===== config.mk =====
export PLATFORM = sky130hd
export DESIGN_NAME = adc_spi_sampler
export DESIGN_NICKNAME = d
export VERILOG_FILES = /design/src/rtl/adc_spi_pkg.sv /design/src/rtl/spi_phase_timer.sv /design/src/rtl/adc_spi_sampler.sv
export SDC_FILE = /design/constraint.sdc
export NUM_CORES = 1
export LEC_CHECK = 0
export CAP_MARGIN = 10
export CORE_ASPECT_RATIO = 0.9
export CORE_MARGIN = 3
export CORE_UTILIZATION = 65
export DETAILED_ROUTE_END_ITERATION = 7
export DONT_BUFFER_PORTS = 1
export PLACE_DENSITY = 0.92
export SLEW_MARGIN = 30
export SYNTH_ARGS = -nofsm -noshare
export SYNTH_HDL_FRONTEND = slang
export SYNTH_SLANG_ARGS = --single-unit

===== constraint.sdc =====
create_clock -name clk -period 6 [get_ports clk]
set_input_delay 0.6 -clock clk [delete_from_list [all_inputs] [get_ports clk]]
set_output_delay 0.6 -clock clk [all_outputs]
set_load 0.05 [all_outputs]

===== src/rtl/adc_spi_pkg.sv =====
// rtl/adc_spi_pkg.sv - shared types, frame constants and command builder for the ADC sampler
package adc_spi_pkg;

   typedef enum logic [2:0] {
      IDLE,
      SETUP,
      CLK_HI,
      CLK_LO,
      DONE,
      GAP
   } state_t;

   localparam int FRAME_BITS     = 16;
   localparam int DATA_FIRST_BIT = 6;
   localparam int DATA_LAST_BIT  = 13;
   localparam int NUM_CHANNELS   = 3;

   // Bit 0 is shifted out first: start, single-ended, then {0, ch} MSB first.
   function automatic logic [FRAME_BITS-1:0] cmd_word(input logic [1:0] ch);
      logic [FRAME_BITS-1:0] w;
      w    = '0;
      w[0] = 1'b1;
      w[1] = 1'b1;
      w[2] = 1'b0;
      w[3] = ch[1];
      w[4] = ch[0];
      return w;
   endfunction

endpackage


===== src/rtl/spi_phase_timer.sv =====
// rtl/spi_phase_timer.sv - loadable down-counter timing SPI phases and the inter-frame gap
module spi_phase_timer #(
   parameter int WIDTH = 4
) (
   input  logic             clk,
   input  logic             rst,
   input  logic             load,
   input  logic [WIDTH-1:0] load_value,
   output logic             expired
);
   localparam logic [WIDTH-1:0] ONE = WIDTH'(1);

   logic [WIDTH-1:0] count;

   always_ff @(posedge clk or negedge rst) begin
      if (!rst) begin
         count <= '0;
      end else if (load) begin
         count <= load_value;
      end else if (count != '0) begin
         count <= count - ONE;
      end
   end

   assign expired = (count == '0);

endmodule


===== src/rtl/adc_spi_sampler.sv =====
// rtl/adc_spi_sampler.sv - free-running SPI master converting three ADC channels into byte registers
module adc_spi_sampler
   import adc_spi_pkg::*;
#(
   parameter int CLK_DIV    = 4,
   parameter int GAP_CYCLES = 8
) (
   input  logic       clk,
   input  logic       rst,
   input  logic       enable,
   input  logic       spiMiso,
   output logic       spiSclk,
   output logic       spiMosi,
   output logic       spiCsN,
   output logic [7:0] ADC0,
   output logic [7:0] ADC1,
   output logic [7:0] ADC2,
   output logic       sampleValid,
   output logic [1:0] channel
);
   localparam int TMAX = (CLK_DIV > GAP_CYCLES) ? CLK_DIV : GAP_CYCLES;
   localparam int TW   = $clog2(TMAX + 1);

   localparam logic [TW-1:0] DIV_LOAD  = TW'(CLK_DIV - 1);
   localparam logic [TW-1:0] GAP_LOAD  = TW'(GAP_CYCLES - 1);
   localparam logic [3:0]    FIRST_BIT = 4'(DATA_FIRST_BIT);
   localparam logic [3:0]    LAST_DATA = 4'(DATA_LAST_BIT);
   localparam logic [3:0]    LAST_BIT  = 4'(FRAME_BITS - 1);
   localparam logic [1:0]    LAST_CH   = 2'(NUM_CHANNELS - 1);

   state_t                state;
   state_t                state_next;
   logic [3:0]            bit_idx;
   logic [7:0]            capture;
   logic                  timer_load;
   logic                  timer_expired;
   logic [TW-1:0]         timer_value;
   logic                  frame_active;
   logic [FRAME_BITS-1:0] cmd;

   spi_phase_timer #(
      .WIDTH(TW)
   ) u_timer (
      .clk       (clk),
      .rst       (rst),
      .load      (timer_load),
      .load_value(timer_value),
      .expired   (timer_expired)
   );

   always_ff @(posedge clk or negedge rst) begin
      if (!rst) begin
         state <= IDLE;
      end else begin
         state <= state_next;
      end
   end

   always_comb begin
      state_next  = state;
      timer_load  = 1'b0;
      timer_value = DIV_LOAD;
      case (state)
         IDLE: begin
            if (enable) begin
               state_next = SETUP;
               timer_load = 1'b1;
            end
         end
         SETUP: begin
            if (timer_expired) begin
               state_next = CLK_HI;
               timer_load = 1'b1;
            end
         end
         CLK_HI: begin
            if (timer_expired) begin
               state_next = (bit_idx == LAST_BIT) ? DONE : CLK_LO;
               timer_load = 1'b1;
            end
         end
         CLK_LO: begin
            if (timer_expired) begin
               state_next = CLK_HI;
               timer_load = 1'b1;
            end
         end
         DONE: begin
            state_next  = GAP;
            timer_load  = 1'b1;
            timer_value = GAP_LOAD;
         end
         GAP: begin
            if (timer_expired) begin
               state_next = enable ? SETUP : IDLE;
               timer_load = enable;
            end
         end
         default: state_next = IDLE;
      endcase
   end

   // Result bytes change only on the single DONE-entry edge, so a reader never sees a partial value.
   always_ff @(posedge clk or negedge rst) begin
      if (!rst) begin
         bit_idx <= 4'd0;
         capture <= 8'h00;
         ADC0    <= 8'h00;
         ADC1    <= 8'h00;
         ADC2    <= 8'h00;
         channel <= 2'd0;
      end else begin
         case (state)
            CLK_HI: begin
               if (timer_expired) begin
                  if (bit_idx >= FIRST_BIT && bit_idx <= LAST_DATA) begin
                     capture <= {capture[6:0], spiMiso};
                  end
                  if (bit_idx == LAST_BIT) begin
                     bit_idx <= 4'd0;
                     case (channel)
                        2'd0:    ADC0 <= capture;
                        2'd1:    ADC1 <= capture;
                        default: ADC2 <= capture;
                     endcase
                  end else begin
                     bit_idx <= bit_idx + 4'd1;
                  end
               end
            end
            DONE: begin
               channel <= (channel == LAST_CH) ? 2'd0 : channel + 2'd1;
            end
            default: ;
         endcase
      end
   end

   assign cmd          = cmd_word(channel);
   assign frame_active = (state == SETUP) || (state == CLK_HI) || (state == CLK_LO);
   assign spiCsN       = ~frame_active;
   assign spiSclk      = (state == CLK_HI);
   assign spiMosi      = frame_active & cmd[bit_idx];
   assign sampleValid  = (state == DONE);

endmodule


=== After elaboration in Yosys (flattened, before gate mapping) ===
Cells that the tools add are included.

* Add/subtract/negate cells: 3
* $lt $le $gt $ge: 3
* Equality and inequality tests: 12
* Multiplexer cells: 18
* Bitwise logic cells: 3
* Reduce and logical (&&, ||, !) cells: 17

{| class="wikitable"
|+ Operator list
! cell !! number
|-
| $mux 3 || 6
|-
| $reduce_and 4->1 || 4
|-
| $pmux 3 s5 || 1
|-
| $mux 4 || 3
|-
| $eq 3x2->1 const B || 2
|-
| $eq 3x3->1 const B || 2
|-
| $lt 4x5->1 const B || 1
|-
| $mux 1 || 5
|-
| $add 4x1->4 const B || 1
|-
| $bmux 1 s4 || 1
|-
| $eq 4x4->1 const B || 1
|-
| $ge 4x3->1 const B || 1
|-
| $le 4x4->1 const B || 1
|-
| $logic_not 4->1 || 1
|-
| $ne 2x1->1 const B || 2
|-
| $ne 2x2->1 const B || 2
|-
| $pmux 1 s4 || 1
|-
| $reduce_bool 4->1 || 1
|-
| $reduce_or 2->1 || 2
|-
| $sub 4x1->4 const B || 1
|-
| $eq 3x1->1 const B || 1
|-
| $logic_not 3->1 || 1
|-
| $reduce_and 3->1 || 1
|-
| $reduce_or 3->1 || 1
|-
| 11 further kinds || 13
|}

* Bits in registers: 45
* Input port bits: 4
* Output and inout bits: 30
* Word-level logic and storage cells: 64

=== Longest topological paths before layout ===
* Depth after elaboration: 4
* Gate-level depth with buffers: 7
* Mapped depth without buffers: 6

=== Cells and area by module ===
A second synthesis with hierarchy kept.

* Cell total of the unflattened synthesis: 155
* Area, all modules: 2108.3 µm²

{| class="wikitable"
|+ Modules (own cells, without submodules)
! module !! instances !! cells each !! area an instance (µm²) !! seq. area each (µm²)
|-
| adc_spi_sampler || 1 || 133 || 1874.3 || 1026.0
|-
| spi_phase_timer || 1 || 22 || 234.0 || 100.1
|}

=== Least setup slack after synthesis ===
No wires, ideal clock.

* Path kind: reg-to-output
* Start point: reg state[0]
* End point: out spiMosi
* Data arrival time: 2.181 ns
* Required time: 5.400 ns
* Setup slack: 3.219 ns
* Stages on the path, launching flop included: 5
* Buffers on the path: 1
* Cell sequence: dfrtp_1 clkbuf_1 nor2_1 or2_2 nor3_1

* Longest elaborated chain between the ends: 4
* Elaborated cells on any way between the ends: 6
* Those cells by class: eq/ne: 3; bitwise: 1; reduce/logical: 2

{| class="wikitable"
|+ Ends and longest elaborated chain
! element !! line !! source
|-
| from (decl) || adc_spi_sampler.sv:31 || <nowiki>state_t state;</nowiki>
|-
| from (signal assigned) || adc_spi_sampler.sv:55 || <nowiki>state <= state_next;</nowiki>
|-
| $eq 3x1->1 or $eq 3x2->1 (tied branches) || adc_spi_sampler.sv:140 || <nowiki>assign frame_active = (state == SETUP) || (state == CLK_HI) || (state == CLK_LO);</nowiki>
|-
| $logic_or 1x1->1 || adc_spi_sampler.sv:140 ||
|-
| $logic_or 1x1->1 * || adc_spi_sampler.sv:140 ||
|-
| $and 1x1->1 * || adc_spi_sampler.sv:143 || <nowiki>assign spiMosi = frame_active & cmd[bit_idx];</nowiki>
|-
| to (decl) || adc_spi_sampler.sv:13 || <nowiki>output logic spiMosi,</nowiki>
|}

Every way passes the cells marked *; elsewhere a longest branch is shown, timed or not.

=== Worst setup path after layout ===
* Start point: reg state[1]
* End point: out spiMosi

Same word-level chain as after synthesis.

==> results.py <==
metrics = {
    "clocking": {
        "cts_inserted_buffers": 5,
        "root_buffer": "clkbuf_4",
        "htree_levels": 2,
        "clk_latency_ps": 360,
        "post-cts-setup-buffer-count": 0,
        "cts_max_path_buffers": 2,
        "path_clk_slew_ps": 140,
        "cts_sinks": 45,
        "tritoncts": "done",
    },
    "worst_setup_path": {
        "arrival_ps": 1870,
        "worst-path-buf-inv": 1,
        "crit_required_ps": 5400,
        "worst-path-max-fanout": 10,
        "critPathCaptureType": "output pin",
        "reg2reg_slack_ps": 3660,
        "r2r_end": "ADC1[4]",
        "rr_worst_depth": 6,
        "start_kind": "register",
        "path_cells": "nor2_1, or2_2, nor3_1, buf_4",
        "crit_path_top_delay_cell": "dfrtp_1",
        "cp_top_family": "simple AND/OR/NAND/NOR gates",
        "crit_type": "register to output pin",
        "worstReg2RegStart": "u_timer.count[0]",
        "max_stage_delay_ps": 520,
    },
    "sta": {
        "rsz0062_at_grt": "false",
        "min_period_over_period_pct": 41.14,
        "whs_ps": 65.43,
        "hold_viol": 0,
        "fmaxAchievable_ghz": 0.4051,
        "final_max_slew_viol_count": 0,
        "setup_violations": 0,
        "setup_tns_ps": 0,
        "period_needed_ps": 2468,
        "maxSlewHeadroom_pct": 47.58,
        "worst_pin_slew_ps": 785.5,
        "fin_skew_ps": 15.68,
    },
    "logic_synthesis": {
        "seq_area_frac_synth_pct": 55.21,
        "syn-cell-area_mm2": 0.002039,
        "yosys.area.top_type": "dfrtp_1",
        "synth_top_area_share_pct": 55.21,
        "synth-seq-cells": 45,
        "synthDistinctLibCells": 39,
        "syn_area_per_cell_um2": 12.91,
        "yosysWarnings": 0,
        "synthTopCellsByArea": "dfrtp_1 55%, mux2_2 19%, ha_1 3.1%",
        "syn-instance-count": 158,
        "syn_nets": 167,
    },
    "flow_run": {
        "cap_violations": 0,
    },
    "drt": {
        "viasPerCell": 6.098,
        "via_count": 1244,
        "drtIter0Drc": 92,
        "drc": 0,
        "drt-total-wl_mm": 3.642,
        "firstDrtPassIters": 4,
        "ant_nets": 0,
        "wl_per_cell_um": 17.85,
    },
    "place": {
        "portBuffers": 0,
        "hpwl_mm": 2.588,
        "place_congestion": 0.8171,
    },
    "finish": {
        "layout_common_cells": "45 x dfrtp_1, 34 x mux2_2, 8 x nor2_1, 8 x nand2_1",
        "final_common_cell": "dfrtp_1",
        "nets": 172,
        "syn_to_final_growth_pct": 5.399,
        "drive_gt1_share_pct": 31.71,
        "fill_cells": 198,
        "n_antenna_cell": 0,
    },
    "pwr": {
        "combPwrFrac_pct": 22.9,
        "seqPwrFrac_pct": 55.8,
        "clock_power_share_pct": 21.3,
        "powerDensity_mw_per_mm2": 309.1,
        "internal_power_mw": 0.4350,
        "switching_share_pct": 34.53,
        "p_sw_mw": 0.2294,
        "ir_drop_mv": 0.2245,
        "p_leak_nw": 1.046,
    },
    "worst_hold_path": {
        "min_path_type": "primary input to asynchronous set/reset pin",
    },
    "floorplanning": {
        "start_util_pct": 71.30,
        "fp-row-count": 18,
        "die_area_mm2": 0.003847,
        "die_y_um": 59.14,
        "num_io_pins": 34,
        "die_x_um": 65.05,
        "fp.coreArea_mm2": 0.002860,
    },
    "global_route": {
        "grt_use_total_pct": 22.34,
        "overflow": 0,
        "grt_pass1_vias": 1311,
        "grt_max_degree": 46,
        "antenna_found_initial": 0,
        "grt_pass1_wl_mm": 6.410,
    },
    "status": {
        "outcome": "complete, no violations",
    },
}
[cells by family (layout without fill, tap and decap cells)]
| group | count (synthesis) | after routing | synth area share [%] |
|---|---|---|---|
| buf+inv | 10 | 16 | 2.270 |
| flops | 45 | 45 | 55.21 |
| mux | 34 | 34 | 18.77 |
| fa+ha+maj | 5 | 5 | 3.067 |
| compound gates | 24 | 24 | 8.467 |
| xor+xnor | 1 | 1 | 0.4295 |
| simple gates | 39 | 39 | 11.78 |
[how the worst max path moves through the flow]
stage	depth (start not counted)	to	from
2_1_floorplan	4	spiMosi	state[0]
3_3_place_gp	3	ADC1[4]	state[2]
3_5_place_dp	6	ADC1[7]	u_timer.count[0]
4_1_cts	4	spiMosi	state[0]
5_1_grt	4	spiMosi	state[1]
6_report	4	spiMosi	state[1]
[cells in the mapped netlist]
master	instances
a211o_1	1
a211oi_1	2
a21o_1	1
a21oi_1	5
a221oi_1	1
a22o_1	1
a311oi_1	1
and3_1	1
and4b_1	1
buf_2	1
buf_6	1
clkbuf_1	2
dfrtp_1	45
ha_1	5
inv_1	6
mux2_2	34
nand2_1	8
nand2_2	1
nand2b_1	2
nand3_1	3
nand3_2	2
nand3b_1	3
nor2_1	8
nor2_4	1
nor2b_1	1
nor3_1	3
nor3b_2	1
nor3b_4	1
o211ai_1	1
o21ai_0	6
o21bai_4	1
o22a_1	1
o31a_1	1
o31ai_1	1
o41ai_1	1
or2_2	1
or3_1	1
or3b_4	1
xnor2_1	1
[area by class of cell]
cell class                      count  area [um^2]  area share [%]
Clock buffer                        6        41.29           1.921
Clock inverter                      2        15.01          0.6985
Inverter                            6        22.52           1.048
Multi-Input combinational cell    103        867.1           40.34
Sequential cell                    45         1126           52.39
Tap cell                           40        50.05           2.328
Timing Repair Buffer                2        27.53           1.281
[power groups by stage]
| stage | clock network (mW) | logic [mW] | registers, mW |
|---|---|---|---|
| floorplan | 0 | 0.129 | 0.358 |
| global placement | 0 | 0.137 | 0.373 |
| detailed placement | 0 | 0.146 | 0.375 |
| CTS | 0.148 | 0.154 | 0.370 |
| global route | 0.161 | 0.171 | 0.377 |
| finish | 0.142 | 0.152 | 0.371 |
[stage by stage]
step	worst slack, ps	std cells	utilization, %	power [mW]	area, um^2
after global placement	3791	195	72.48	0.5093	2073
after CTS	3536	204	75.15	0.6717	2150
final	3532	204	75.15	0.6645	2150
after global routing	3383	204	75.15	0.7100	2150
after floorplan	3219	158	-	0.4874	2039
after detailed placement	3690	195	72.48	0.5209	2073
[what timing repair did]
action / 4_1_cts / 5_1_grt
hold endpoints to repair: 45 / 0
hold buffers: 1 / 0
gates resized for setup: 0 / 0
[flip-flops by register name, summed over array words and instances (netlist names)]
| name | count |
|---|---|
| channel | 2 |
| ADC1 | 8 |
| u_timer.count | 4 |
| bit_idx | 4 |
| capture | 8 |
| ADC0 | 8 |
| ADC2 | 8 |
| state | 3 |
[metal layers]
layer | wire length [um] | part of all wire (%) | GRT usage [%]
met4 | 46 | 1.3 | 8.876
met5 | 0 | 0 | 0
met1 | 1554 | 43 | 29.94
met3 | 261 | 7.2 | 6.641
met2 | 1780 | 49 | 34.69
No activity file was read; power rests on OpenSTA's default activity.
